===== config.mk =====
export PLATFORM = sky130hd
export DESIGN_NAME = multiplier_pipe_hs
export DESIGN_NICKNAME = d
export VERILOG_FILES = /design/src/rtl/mult_pkg.sv /design/src/rtl/multiplier_row_stage.sv /design/src/rtl/multiplier_pipe_hs.sv
export SDC_FILE = /design/constraint.sdc
export NUM_CORES = 1
export LEC_CHECK = 0
export BUFFER_PORTS_ARGS = -buffer_cell sky130_fd_sc_hd__buf_4
export CORE_UTILIZATION = 64
export DETAILED_ROUTE_END_ITERATION = 12
export HOLD_SLACK_MARGIN = 0.12
export MAX_ROUTING_LAYER = met4
export PLACE_DENSITY = 0.94
export SLEW_MARGIN = 10
export SYNTH_ARGS = -nofsm -noshare
export SYNTH_HDL_FRONTEND = slang
export SYNTH_SLANG_ARGS = --single-unit

===== constraint.sdc =====
create_clock -name CLK -period 7.43 [get_ports CLK]
set_input_delay 0.743 -clock CLK [delete_from_list [all_inputs] [get_ports CLK]]
set_output_delay 0.743 -clock CLK [all_outputs]
set_load 0.02 [all_outputs]

===== src/rtl/mult_pkg.sv =====
// rtl/mult_pkg.sv - shared widths, latency helper and stage payload for multiplier_pipe_hs
package mult_pkg;

    localparam int MULT_BW = 16;

    function automatic int prod_width(input int bw);
        return 2 * bw;
    endfunction

    function automatic int pipe_latency(input int bw, input int rps);
        return bw / rps;
    endfunction

    // Payload view of one pipeline stage at the default operand width
    typedef struct packed {
        logic                   valid;
        logic                   sgn;
        logic [MULT_BW-1:0]     a;
        logic [MULT_BW-1:0]     b;
        logic [2*MULT_BW-1:0]   psum;
    } stage_t;

endpackage


===== src/rtl/multiplier_row_stage.sv =====
// rtl/multiplier_row_stage.sv - adds RPS partial-product rows and registers the payload (MULT_ACC_EN adds clr)
module multiplier_row_stage
    import mult_pkg::*;
#(
    parameter int BW    = MULT_BW,
    parameter int RPS   = 4,
    parameter int STAGE = 1
) (
    input  logic                CLK,
    input  logic                RESETn,
    input  logic                en,
    input  logic                valid_i,
    input  logic                sgn_i,
`ifdef MULT_ACC_EN
    input  logic                clr_i,
    output logic                clr_o,
`endif
    input  logic [BW-1:0]       a_i,
    input  logic [BW-1:0]       b_i,
    input  logic [2*BW-1:0]     psum_i,
    output logic                valid_o,
    output logic                sgn_o,
    output logic [BW-1:0]       a_o,
    output logic [BW-1:0]       b_o,
    output logic [2*BW-1:0]     psum_o
);

    localparam int PW   = prod_width(BW);
    localparam int BASE = (STAGE - 1) * RPS;

    logic [PW-1:0] a_ext;
    logic [PW-1:0] row;
    logic [BW-1:0] b_sh;
    logic [PW-1:0] sum;

    always_comb begin
        a_ext = sgn_i ? {{BW{a_i[BW-1]}}, a_i} : {{BW{1'b0}}, a_i};
        sum   = psum_i;
        row   = '0;
        b_sh  = '0;
        for (int k = 0; k < RPS; k++) begin
            b_sh = b_i >> (BASE + k);
            row  = (a_ext & {PW{b_sh[0]}}) << (BASE + k);
            // In two's complement the top multiplier bit carries weight -2^(BW-1)
            if (sgn_i && (BASE + k == BW - 1))
                sum = sum - row;
            else
                sum = sum + row;
        end
    end

    always_ff @(posedge CLK or negedge RESETn) begin
        if (!RESETn) begin
            valid_o <= 1'b0;
            sgn_o   <= 1'b0;
            a_o     <= '0;
            b_o     <= '0;
            psum_o  <= '0;
`ifdef MULT_ACC_EN
            clr_o   <= 1'b0;
`endif
        end else if (en) begin
            valid_o <= valid_i;
            sgn_o   <= sgn_i;
            a_o     <= a_i;
            b_o     <= b_i;
            psum_o  <= sum;
`ifdef MULT_ACC_EN
            clr_o   <= clr_i;
`endif
        end
    end

endmodule


===== src/rtl/multiplier_pipe_hs.sv =====
// rtl/multiplier_pipe_hs.sv - pipelined BWxBW multiplier with valid/ready handshake; MULT_ACC_EN adds an accumulator
module multiplier_pipe_hs
    import mult_pkg::*;
#(
    parameter int BW  = MULT_BW,
    parameter int RPS = 4
) (
    input  logic                CLK,
    input  logic                RESETn,
    input  logic                in_valid,
    output logic                in_ready,
    input  logic                in_signed,
`ifdef MULT_ACC_EN
    input  logic                acc_clear,
`endif
    input  logic [BW-1:0]       A,
    input  logic [BW-1:0]       B,
    output logic                out_valid,
    input  logic                out_ready,
    output logic [2*BW-1:0]     out,
    output logic                busy
);

    localparam int LATENCY = pipe_latency(BW, RPS);

    logic [LATENCY:0]               v_q;
    logic [LATENCY:0]               s_q;
    logic [LATENCY:0][BW-1:0]       a_q;
    logic [LATENCY:0][BW-1:0]       b_q;
    logic [LATENCY:0][2*BW-1:0]     p_q;
`ifdef MULT_ACC_EN
    logic [LATENCY:0]               c_q;
    logic                           c0;
`endif

    logic           v0;
    logic           s0;
    logic [BW-1:0]  a0;
    logic [BW-1:0]  b0;
    logic           en;

    // Global enable: a stalled output freezes every stage, bubbles included
    assign en       = ~(out_valid & ~out_ready);
    assign in_ready = en;

    always_ff @(posedge CLK or negedge RESETn) begin
        if (!RESETn) begin
            v0 <= 1'b0;
            s0 <= 1'b0;
            a0 <= '0;
            b0 <= '0;
`ifdef MULT_ACC_EN
            c0 <= 1'b0;
`endif
        end else if (en) begin
            v0 <= in_valid;
            if (in_valid) begin
                s0 <= in_signed;
                a0 <= A;
                b0 <= B;
`ifdef MULT_ACC_EN
                c0 <= acc_clear;
`endif
            end
        end
    end

    assign v_q[0] = v0;
    assign s_q[0] = s0;
    assign a_q[0] = a0;
    assign b_q[0] = b0;
    assign p_q[0] = '0;
`ifdef MULT_ACC_EN
    assign c_q[0] = c0;
`endif

    for (genvar s = 1; s <= LATENCY; s++) begin : g_stage
        multiplier_row_stage #(
            .BW     (BW),
            .RPS    (RPS),
            .STAGE  (s)
        ) u_stage (
            .CLK     (CLK),
            .RESETn  (RESETn),
            .en      (en),
            .valid_i (v_q[s-1]),
            .sgn_i   (s_q[s-1]),
`ifdef MULT_ACC_EN
            .clr_i   (c_q[s-1]),
            .clr_o   (c_q[s]),
`endif
            .a_i     (a_q[s-1]),
            .b_i     (b_q[s-1]),
            .psum_i  (p_q[s-1]),
            .valid_o (v_q[s]),
            .sgn_o   (s_q[s]),
            .a_o     (a_q[s]),
            .b_o     (b_q[s]),
            .psum_o  (p_q[s])
        );
    end

    assign out_valid = v_q[LATENCY];
    assign busy      = |v_q;

    // Operands are carried to the last stage only for uniformity
    logic unused_tail;
    assign unused_tail = ^{s_q[LATENCY], a_q[LATENCY], b_q[LATENCY]};

`ifdef MULT_ACC_EN
    logic [2*BW-1:0] acc_q;
    logic [2*BW-1:0] acc_next;

    assign acc_next = (c_q[LATENCY] ? '0 : acc_q) + p_q[LATENCY];
    assign out      = acc_next;

    always_ff @(posedge CLK or negedge RESETn) begin
        if (!RESETn)
            acc_q <= '0;
        else if (out_valid && out_ready)
            acc_q <= acc_next;
    end
`else
    assign out = p_q[LATENCY];
`endif

endmodule

; After elaboration in Yosys (flattened, before gate mapping)
; Cells that the tools add are included.
[classes]
addsub = 16
n_mul = 0
div_mod_pow = 0
order_cmp = 0
n_eq_ne = 0
shift = 0
mux = 5
bitwise = 19
reduce_logical = 2
[op_table]
columns = cell, count
row1 = $add 32x32->32, 15
row2 = $mux 32, 2
row3 = $and 32x32->32, 1
row4 = $sub 32x32->32, 1
row5 = $and 31x31->31, 1
row6 = $and 30x30->30, 1
row7 = $and 29x29->29, 1
row8 = $and 28x28->28, 1
row9 = $mux 28, 1
row10 = $and 27x27->27, 1
row11 = $and 26x26->26, 1
row12 = $and 25x25->25, 1
row13 = $and 24x24->24, 1
row14 = $mux 24, 1
row15 = $and 23x23->23, 1
row16 = $and 22x22->22, 1
row17 = $and 21x21->21, 1
row18 = $and 20x20->20, 1
row19 = $mux 20, 1
row20 = $and 19x19->19, 1
row21 = $and 18x18->18, 1
row22 = $and 17x17->17, 1
row23 = $reduce_or 5->1, 1
row24 = $not 1->1, 2
row25 = 2 further kinds, 2
[totals]
register_bits = 265
latch_bits = 0
mem_bits_rw = 0
romBits = 0
input_bits = 37
out_inout_bits = 35
elab_cells = 63
memories = 0

; Depth between registers and ports, before layout
; Gate-level depths: netlist (run 1).
[logic_depth]
ltp_word = 7
mapped_depth = 24
mapped_depth_nobuf = 23

; Hierarchy
; A second synthesis (run 1) with hierarchy kept.
[unflattened]
hier_cells = 2591
area_unflattened_um2 = 25876.1
[by_module_without_submodules]
columns = mod, n_inst, cells_per_inst, area_each_um2, seq_area_each_um2
row1 = multiplier_row_stage at g_stage[1].u_stage, 1, 705, 6845.3, 1651.6
row2 = multiplier_row_stage at g_stage[2].u_stage, 1, 656, 6259.8, 1651.6
row3 = multiplier_row_stage at g_stage[3].u_stage, 1, 568, 5719.2, 1651.6
row4 = multiplier_row_stage at g_stage[4].u_stage, 1, 584, 5601.6, 1651.6
row5 = multiplier_pipe_hs, 1, 78, 1450.1, 850.8

; Worst setup path after synthesis (run 1)
; No wires, ideal clock.
[synth_path]
kind = flip-flop to flip-flop
start = register g_stage[3].u_stage.b_o[12]
end = register g_stage[4].u_stage.psum_o[31]
setup_ps = 133
t_arrival_ps = 4997
required_ps = 7297
slack_ps = 2300
path_stages_with_launch = 22
n_path_buf = 1
period_less_slack_ps = 5130
cell_sequence = dfrtp_1 clkbuf_1 nand2_1 fa_1 inv_1 fa_1 ha_1 fa_1 a21o_1 a21o_1 a21oi_1 o21ai_1 a21o_1 a21o_1 o311ai_0 ha_1 a21o_1 a211o_1 o22ai_1 xnor2_1 xnor2_1 o21ai_0
[synth_between]
elab_chain_len = 6
word_cells_on_any_way = 7
classes_between = 5 x add/sub / 1 x mux / 1 x bitwise
[synth_lines]
columns = item, line
row1 = start: declaration, multiplier_row_stage.sv:24  ; output logic [BW-1:0] b_o,
row2 = start signal: assignment, multiplier_row_stage.sv:66  ; b_o <= b_i;
row3 = $and 20x20->20 *, multiplier_row_stage.sv:43  ; row = (a_ext & {PW{b_sh[0]}}) << (BASE + k);
row4 = $add 32x32->32 * (3 in a row), multiplier_row_stage.sv:48  ; sum = sum + row;
row5 = $add 32x32->32 or $sub 32x32->32 (tied branches), "multiplier_row_stage.sv:48, multiplier_row_stage.sv:46"
row6 = $mux 32 *, multiplier_row_stage.sv:45  ; if (sgn_i && (BASE + k == BW - 1))
row7 = end signal: assignment, multiplier_row_stage.sv:67  ; psum_o <= sum;
row8 = end: declaration, multiplier_row_stage.sv:25  ; output logic [2*BW-1:0] psum_o
; Mark *: on every way between the ends. The rest lies on a longest branch, timed or not.
; A chain may end at the register's enable or synchronous reset.

; Worst setup path after layout (run 1)
; Ends and elaborated chain as after synthesis.

==> results of run 1 <==
cell usage in the layout, fill, tap and decap left out, types with 27 or more instances in the layout:
cell type,count
o21ai_0,68
buf_4,77
xnor2_1,46
xor2_1,33
nor3_1,33
and2_1,101
nor2_1,109
ha_1,108
fa_1,200
inv_1,213
nand2_1,564
dfrtp_1,241
clkbuf_16,27
mux2_2,35
a21o_1,33
a21oi_1,118
worst max path at each step:
stage	from	endpoint	depth (start not counted)
after detailed placement	g_stage[3].u_stage.b_o[12]	g_stage[4].u_stage.psum_o[31]	23
after CTS	g_stage[3].u_stage.b_o[12]	g_stage[4].u_stage.psum_o[31]	23
final	g_stage[3].u_stage.b_o[12]	g_stage[4].u_stage.psum_o[31]	23
after global routing	g_stage[3].u_stage.b_o[12]	g_stage[4].u_stage.psum_o[28]	20
after floorplan	g_stage[3].u_stage.b_o[12]	g_stage[4].u_stage.psum_o[31]	21
after global placement	g_stage[3].u_stage.b_o[12]	g_stage[4].u_stage.psum_o[31]	23
routing by layer:
layer | global-route usage [%] | routed length (um) | vias to the layer above
met4 | 9.463 | 1323 | 0
li1 | - | - | 7264
met5 | - | 0 | -
met3 | 3.367 | 2732 | 143
met1 | 35.32 | 17070 | 7814
met2 | 53.83 | 23020 | 711
synth_stat cells (all sizes together) (21+ instances only):
cell type	number	area [sq um]
a21o	33	247.7
a21oi	118	590.6
and2	101	631.9
and3	24	150.1
clkbuf	84	315.3
dfrtp	241	6031
fa	200	4004
ha	108	1351
inv	214	803.3
mux2	35	394.1
nand2	564	2117
nand3	21	105.1
nor2	109	409.1
nor3	33	165.2
o21ai	69	345.3
xnor2	46	402.9
xor2	33	289.0
registers in the layout (all words and copies together), names as in the netlist:
| signal | count |
|---|---|
| v0 | 1 |
| g_stage.u_stage.b_o | 24 |
| g_stage.u_stage.sgn_o | 3 |
| g_stage.u_stage.a_o | 48 |
| a0 | 16 |
| b0 | 16 |
| g_stage.u_stage.psum_o | 128 |
| s0 | 1 |
| g_stage.u_stage.valid_o | 4 |
final cells by class:
class,instances,area (sq um)
clock buffers,32,714.4
clock inverters,15,326.6
fillers,1979,8921
inverters,214,808.3
multi-input cells,1685,12700
flip-flops and latches,241,6031
well taps,396,495.5
repair buffers,78,593.1
stage by stage:
| step | hold slack [ns] | cells |
|---|---|---|
| 2_1_floorplan | 0.4386 | 2231 |
| 3_3_place_gp | 0.4528 | 2614 |
| 3_5_place_dp | 0.4576 | 2614 |
| 4_1_cts | 0.2586 | 2661 |
| 5_1_grt | 0.2878 | 2661 |
| 6_report | 0.2104 | 2661 |
logic make-up (layout without fill, tap and decap cells):
kind of cell,count (synthesis),after routing,synth area share [%]
adder cells (fa/ha/maj),308,308,26.95
multiplexers,39,39,2.185
flip-flops,241,241,30.35
XOR/XNOR,79,79,3.482
buffers and inverters,305,339,5.768
AND/OR/NAND/NOR,920,920,20.46
AO/OA/AOI/OAI,339,339,10.80
worst max-delay path, stage by stage, from the launching register on:
cell	delay [ns]
dfrtp_1	0.55
and2_1	0.24
fa_1	0.53
inv_1	0.05
fa_1	0.49
inv_1	0.06
ha_1	0.31
a211oi_1	0.33
o21bai_1	0.12
a21oi_1	0.26
o21bai_1	0.10
a21oi_1	0.24
o21bai_1	0.11
a21oi_1	0.24
xnor2_1	0.11
ha_1	0.38
a2111oi_0	1.04
inv_1	0.10
a21oi_1	0.21
a21boi_0	0.12
o22ai_1	0.18
xnor2_1	0.16
xnor2_1	0.13
o21ai_0	0.08
==> results by group, run 1 <==
Detailed routing
  – Antenna Violating Nets Remaining: 0
  – Wire length per cell: 16.59 um
  – Drt pass-1 iters: 8
  – Total DRC errors in the routed layout: 0
  – Routed vias: about 16000
  – Final WL: roughly 44000 um
  – Initial detailed-routing violation count: approximately 1200
  – Vias per cell: 5.987

Worst setup path
  – Crit path DAT: ~6.7 ns
  – Crit end category: flop
  – Critical Path Fanout Max: 18
  – Reg2Reg Depth: 23
  – Crit path required time: approximately 7.8 ns
  – FF-to-FF setup slack: ~1.1 ns
  – Critical Path Start Type: flop
  – RR Endpoint: g_stage[4].u_stage.psum_o[31]
  – CP Class: reg2reg
  – Worst reg2reg startpoint: g_stage[3].u_stage.b_o[12]

Logic synthesis
  – Post-synth ARST share: 100.0%
  – Synthesized Nets: between 2000 and 3000
  – Seq cells post-synth: 241
  – Post-synthesis area per instance: a little under 9 sq um
  – Synth Flop Type: dfrtp_1
  – Mapped Cells: roughly 2200
  – Synthesized area: 0.01987 sq mm
  – EDFF count, synth: 0
  – Netlist cell types: between 60 and 70
  – Seq/Total Area, Yosys: a little under a third
  – Yosys warnings: 0

CTS
  – Hold-fix buffers at CTS: 0
  – CTS tree: built
  – Clk Tree Root Cell: clkbuf_16
  – PostCTS Resize Cnt: 0
  – # H-tree levels: 1
  – Sink Count: 241
  – Clock-pin transition on the worst setup and hold timing paths: approximately 0.060 ns
  – Clk buf depth: 3
  – TritonCTS Buffers: 27
  – Setup Buffers After CTS: 0
  – Worst-Skew Late Latency: 0.56 ns

Hold path
  – Worst hold path type: in2async

Timing
  – Slew margin rel.: a little over a fifth
  – Setup violators final: 0
  – Hold Vio Cnt, Final: 0
  – Final Cycle Share: between 80% and 90%
  – PnR worst setup slack: approximately 1.1 ns
  – FMAX: between 150 and 200 MHz
  – Final TNS setup: 0 ns
  – Final min period: roughly 6.3 ns
  – Slew of the pin with the lowest slew margin: between 1 and 1.5 ns
  – Pins over their slew limit: 0
  – Clock skew: roughly 0.016 ns
  – RSZ-0062 raised after global routing: no

Run status
  – Status: complete, no violations

Placement
  – Port-buffer cells: 71
  – Pre-CTS setup slack: between 1 and 1.5 ns
  – Placement Cell Area: 0.02063 sq mm
  – Placer congestion estimate: just under 1
  – Final HPWL DP: between 30000 and 40000 um

GRT
  – Initial antenna violation count: 0
  – All-Layer GR Usage: a little under a third
  – Vias in the first global route: about 16000
  – First-pass GRT wire length: approximately 75000 um
  – Largest net degree at the start of global routing: 107
  – Aggregate global routing overflow: 0

Cells and area
  – Share of cells above drive strength 1: roughly 7.4%
  – Diode count: 0
  – Post-route cell area: 0.02167 sq mm
  – Synthesis-to-finish area growth: 9.056%
  – Final core occ: between 70% and 80%
  – Net count, final: about 2600

Run
  – Number of max-cap violations: 0

Floorplan
  – Initial Util: roughly two thirds
  – Die width: 178.2 um
  – Die area: 0.03175 sq mm
  – IO Pins: just over 70
  – Rows: between 60 and 70
  – Core area: 0.03059 sq mm
  – DIE HEIGHT: 178.2 um
Power of run 1 is left out: the tool's default activity adds up to more than one toggle a clock period on the data nets, which glitch-free logic cannot reach.
==> inputs of run 2 (changes only) <==
ABC_AREA = 1   (was default)
CELL_PAD_IN_SITES_DETAIL_PLACEMENT = 1   (was default)
CELL_PAD_IN_SITES_GLOBAL_PLACEMENT = 2   (was default)
CORE_UTILIZATION = 39   (was 64)
==> run 2 against run 1 <==
Compared with the run above:
- clock skew is 0.00082 ns lower
- register-to-register slack better by 1.2 ns
- global-route usage is 7.2 points lower
- count of clock-buffer cells in the layout is 5 higher
- first-iteration DRC count is 34% lower
- largest cell class unchanged
- highest routed layer unchanged
==> results by group, run 2 <==
CTS
  – Setup Buffers After CTS: 0 (unchanged)
  – Sink Count: 241 (unchanged)
  – Clk buf depth: 3 (unchanged)
  – Hold-fix buffers at CTS: 0 (unchanged)
  – CTS tree: built
  – TritonCTS Buffers: 28 (+3.7%)
  – Clock-pin transition on the worst setup and hold timing paths: 0.07 ns (about the same)
  – # H-tree levels: 1 (unchanged)
  – Worst-Skew Late Latency: 0.57 ns (about the same)
  – Clk Tree Root Cell: clkbuf_16
  – PostCTS Resize Cnt: 0 (unchanged)

Logic synthesis
  – Area leader, netlist: dfrtp_1
  – Simple-Gate Fraction of Synth Area: 22.42% (+2.0 points)
  – Netlist cell types: 48 (-26%)
  – Synthesized area: 0.02058 sq mm (+3.6%)
  – Post-synthesis adder-cell area fraction: 26.02% (-0.93 points)
  – Seq/Total Area, Yosys: 29.31% (-1.0 points)
  – Synthesized Nets: 2941 (+14%)
  – Synth Area in Compound Gates: 8.689% (-2.1 points)
  – Xor/xnor share of the synthesized area: 2.426% (-1.1 points)
  – Most numerous cell in the Yosys netlist: nand2_1
  – Main combinational cell family by area after synthesis: adder cells
  – Mapped Cells: 2596 (+16%)
  – Mux contribution to synthesized area: 1.587% (-0.60 points)
  – Share of the synthesized area in the top cell type: 29.31% (-1.0 points)
  – Post-synth top cells: 852 x nand2_1, 418 x inv_1, 241 x dfrtp_1
  – Post-synthesis area per instance: 7.927 sq um (-11%)
  – EDFF count, synth: 0 (unchanged)
  – Post-synth ARST share: 100.0% (unchanged)
  – Synth Flop Type: dfrtp_1
  – Yosys warnings: 0 (unchanged)
  – Seq cells post-synth: 241 (unchanged)
  – Top cells by area, synth: dfrtp_1 29%, fa_1 19%, nand2_1 16%

Cells and area
  – Net count, final: 2966 (+14%)
  – Top flop regs: g_stage.u_stage.psum_o (128), g_stage.u_stage.a_o (48), g_stage.u_stage.b_o (24)
  – Synthesis-to-finish area growth: 9.571%
  – Post-route cell area: 0.02255 sq mm (+4.1%)
  – Biggest register: g_stage.u_stage.psum_o
  – Commonest non-fill, non-tap cell in the layout: nand2_1
  – Fillers: 6305 (+220%)
  – Commonest cells after routing, fill and taps aside: 852 x nand2_1, 417 x inv_1, 241 x dfrtp_1, 200 x fa_1, 141 x o21ai_0
  – Max reg flops: 128 (unchanged)
  – Share of cells above drive strength 1: 7.733% (+0.32 points)
  – Diode count: 0 (unchanged)

Floorplan
  – Rows: 83 (+30%)
  – Die width: 231.7 um (+30%)
  – DIE HEIGHT: 231.7 um (+30%)
  – Initial Util: 39.79% (-25 points)
  – IO Pins: 72 (unchanged)
  – Die area: 0.05368 sq mm (+69%)
  – Core area: 0.05172 sq mm (+69%)

GRT
  – All-Layer GR Usage: 22.81% (-7.2 points)
  – Aggregate global routing overflow: 0 (unchanged)
  – First-pass GRT wire length: 95780 um (+27%)
  – Largest net degree at the start of global routing: 144 (+35%)
  – Vias in the first global route: 18500 (+13%)
  – Initial antenna violation count: 0 (unchanged)

Timing
  – Slew margin rel.: 35.16% (+14 points)
  – Setup violators final: 0 (unchanged)
  – RSZ-0062 raised after global routing: no
  – Final min period: 5.163 ns (-1.162 ns)
  – Clock skew: 0.01536 ns (-0.0008213 ns)
  – FMAX: 193.7 MHz (+23%)
  – Pins over their slew limit: 0 (unchanged)
  – Final TNS setup: 0 ns (unchanged)
  – Final Cycle Share: 69.49% (-16 points)
  – Hold Vio Cnt, Final: 0 (unchanged)
  – Slew of the pin with the lowest slew margin: 0.9726 ns (-0.1829 ns)

Worst setup path
  – Reg2Reg Depth: 22 (-4.3%)
  – RR Endpoint: g_stage[4].u_stage.psum_o[29]
  – Critical Path Fanout Max: 17 (-1)
  – Worst reg2reg startpoint: g_stage[3].u_stage.b_o[12]
  – Slowest stage cell, crit path: dfrtp_1
  – Crit end category: flop
  – Crit path DAT: 5.62 ns (-1.09 ns)
  – CP Class: reg2reg
  – CP peak stage delay: 0.71 ns (-0.33 ns)
  – Critical Path Start Type: flop
  – Crit path required time: 7.88 ns (+0.06 ns)
  – Crit-path cells: nand2_1 -> fa_1 -> inv_1 -> fa_1 -> ha_1 -> fa_1 -> nand3_1 -> nand2_1 -> nand3_1 -> nand2_1 -> nand3_1 -> nand2_1 -> nand3_1 -> nand2_1 -> xor2_1 -> ha_1 -> a21oi_1 -> o21ai_0 -> a221oi_1 -> nand3_1 -> nand3_1 -> nand2_1
  – FF-to-FF setup slack: 2.27 ns (+1.16 ns)

Placement
  – Placement Cell Area: 0.02166 sq mm (+5.0%)
  – Placer congestion estimate: 0.8748 (-11%)
  – Final HPWL DP: 45450 um (+45%)
  – Port-buffer cells: 71 (unchanged)

Detailed routing
  – Wire length per cell: 17.12 um (+3.2%)
  – Initial detailed-routing violation count: 802 (-34%)
  – Met2 WL: 30120 um (+31%)
  – DR WL met3: 1174 um (-57%)
  – Final WL: 56800 um (+29%)
  – WL met1: 24210 um (+42%)
  – Routed vias: 16620 (+4.3%)
  – Uppermost layer routed: met4
  – Total DRC errors in the routed layout: 0 (unchanged)
  – Vias per cell: 5.009 (-16%)
  – Drt pass-1 iters: 5 (-3)
  – Antenna Violating Nets Remaining: 0 (unchanged)

Run status
  – Status: complete, no violations

Hold path
  – Worst hold path type: in2async

Run
  – Number of max-cap violations: 0 (unchanged)
[run 2: changes by cell type after synthesis, moves of 24 or more]
cell      before  now
clkbuf_1      84   52
and2_1       101    1
and3_1        24    0
a21o_1        33    5
o21ai_0       68  141
nand3_1       21   93
nand2_1      564  852
inv_1        213  418
[run 2: worst max-delay path by stage]
stage	slack, ns	endpoint	cells after the start	start
finish	2.27	g_stage[4].u_stage.psum_o[29]	22	g_stage[3].u_stage.b_o[12]
global route	1.94	g_stage[4].u_stage.psum_o[29]	22	g_stage[3].u_stage.b_o[12]
CTS	2.24	g_stage[4].u_stage.psum_o[29]	22	g_stage[3].u_stage.b_o[12]
detailed placement	2.26	g_stage[4].u_stage.psum_o[29]	22	g_stage[3].u_stage.b_o[12]
global placement	2.38	g_stage[4].u_stage.psum_o[29]	22	g_stage[3].u_stage.b_o[13]
floorplan	2.78	g_stage[4].u_stage.psum_o[29]	24	g_stage[3].u_stage.b_o[12]
[run 2: critical path, delay by kind of cell, from the launching register on]
family	cells	cell delay, ns
xor+xnor	1	0.15
buf+inv	1	0.05
simple gates	12	1.24
fa+ha+maj	5	2.10
compound gates	3	0.82
flops	1	0.71
[run 2: stage by stage]
step                      instances  utilization, %  hold WS, ns  setup WS (ns)
after global placement         3271           41.89       0.4497          2.380
final                          3318           43.60       0.2291          2.267
after detailed placement       3271           41.89       0.4639          2.260
after CTS                      3318           43.60       0.2378          2.235
after floorplan                2596               -       0.4364          2.777
after global routing           3318           43.60       0.2651          1.942
[run 2: area by class of cell]
| type | instances | area (sq um) | share of cell area [%] |
|---|---|---|---|
| clock buffer | 37 | 765.7 | 3.396 |
| timing repair buffer | 77 | 598.1 | 2.653 |
| multi-input combinational | 1850 | 12590 | 55.84 |
| tap | 680 | 850.8 | 3.774 |
| clock inverter | 10 | 118.9 | 0.5272 |
| sequential | 241 | 6031 | 26.75 |
| inverter | 423 | 1593 | 7.064 |
[run 2: cells by family (layout without fill, tap and decap cells)]
logic type	Yosys count	count (layout)
DFF	241	241
adders and majority gates	308	308
buffers and inverters	505	547
xor gates and xnor gates	57	57
AOI/OAI and AO/OA	322	322
and+or+nand+nor	1134	1134
muxes	29	29
[run 2: metal layers]
| metal | vias to the layer above | track usage [%] |
|---|---|---|
| met2 | 153 | 41.85 |
| met5 | - | - |
| li1 | 8046 | - |
| met1 | 8350 | 26.82 |
| met3 | 71 | 2.075 |
| met4 | 0 | 5.140 |
Power of run 2 is left out for the same reason.
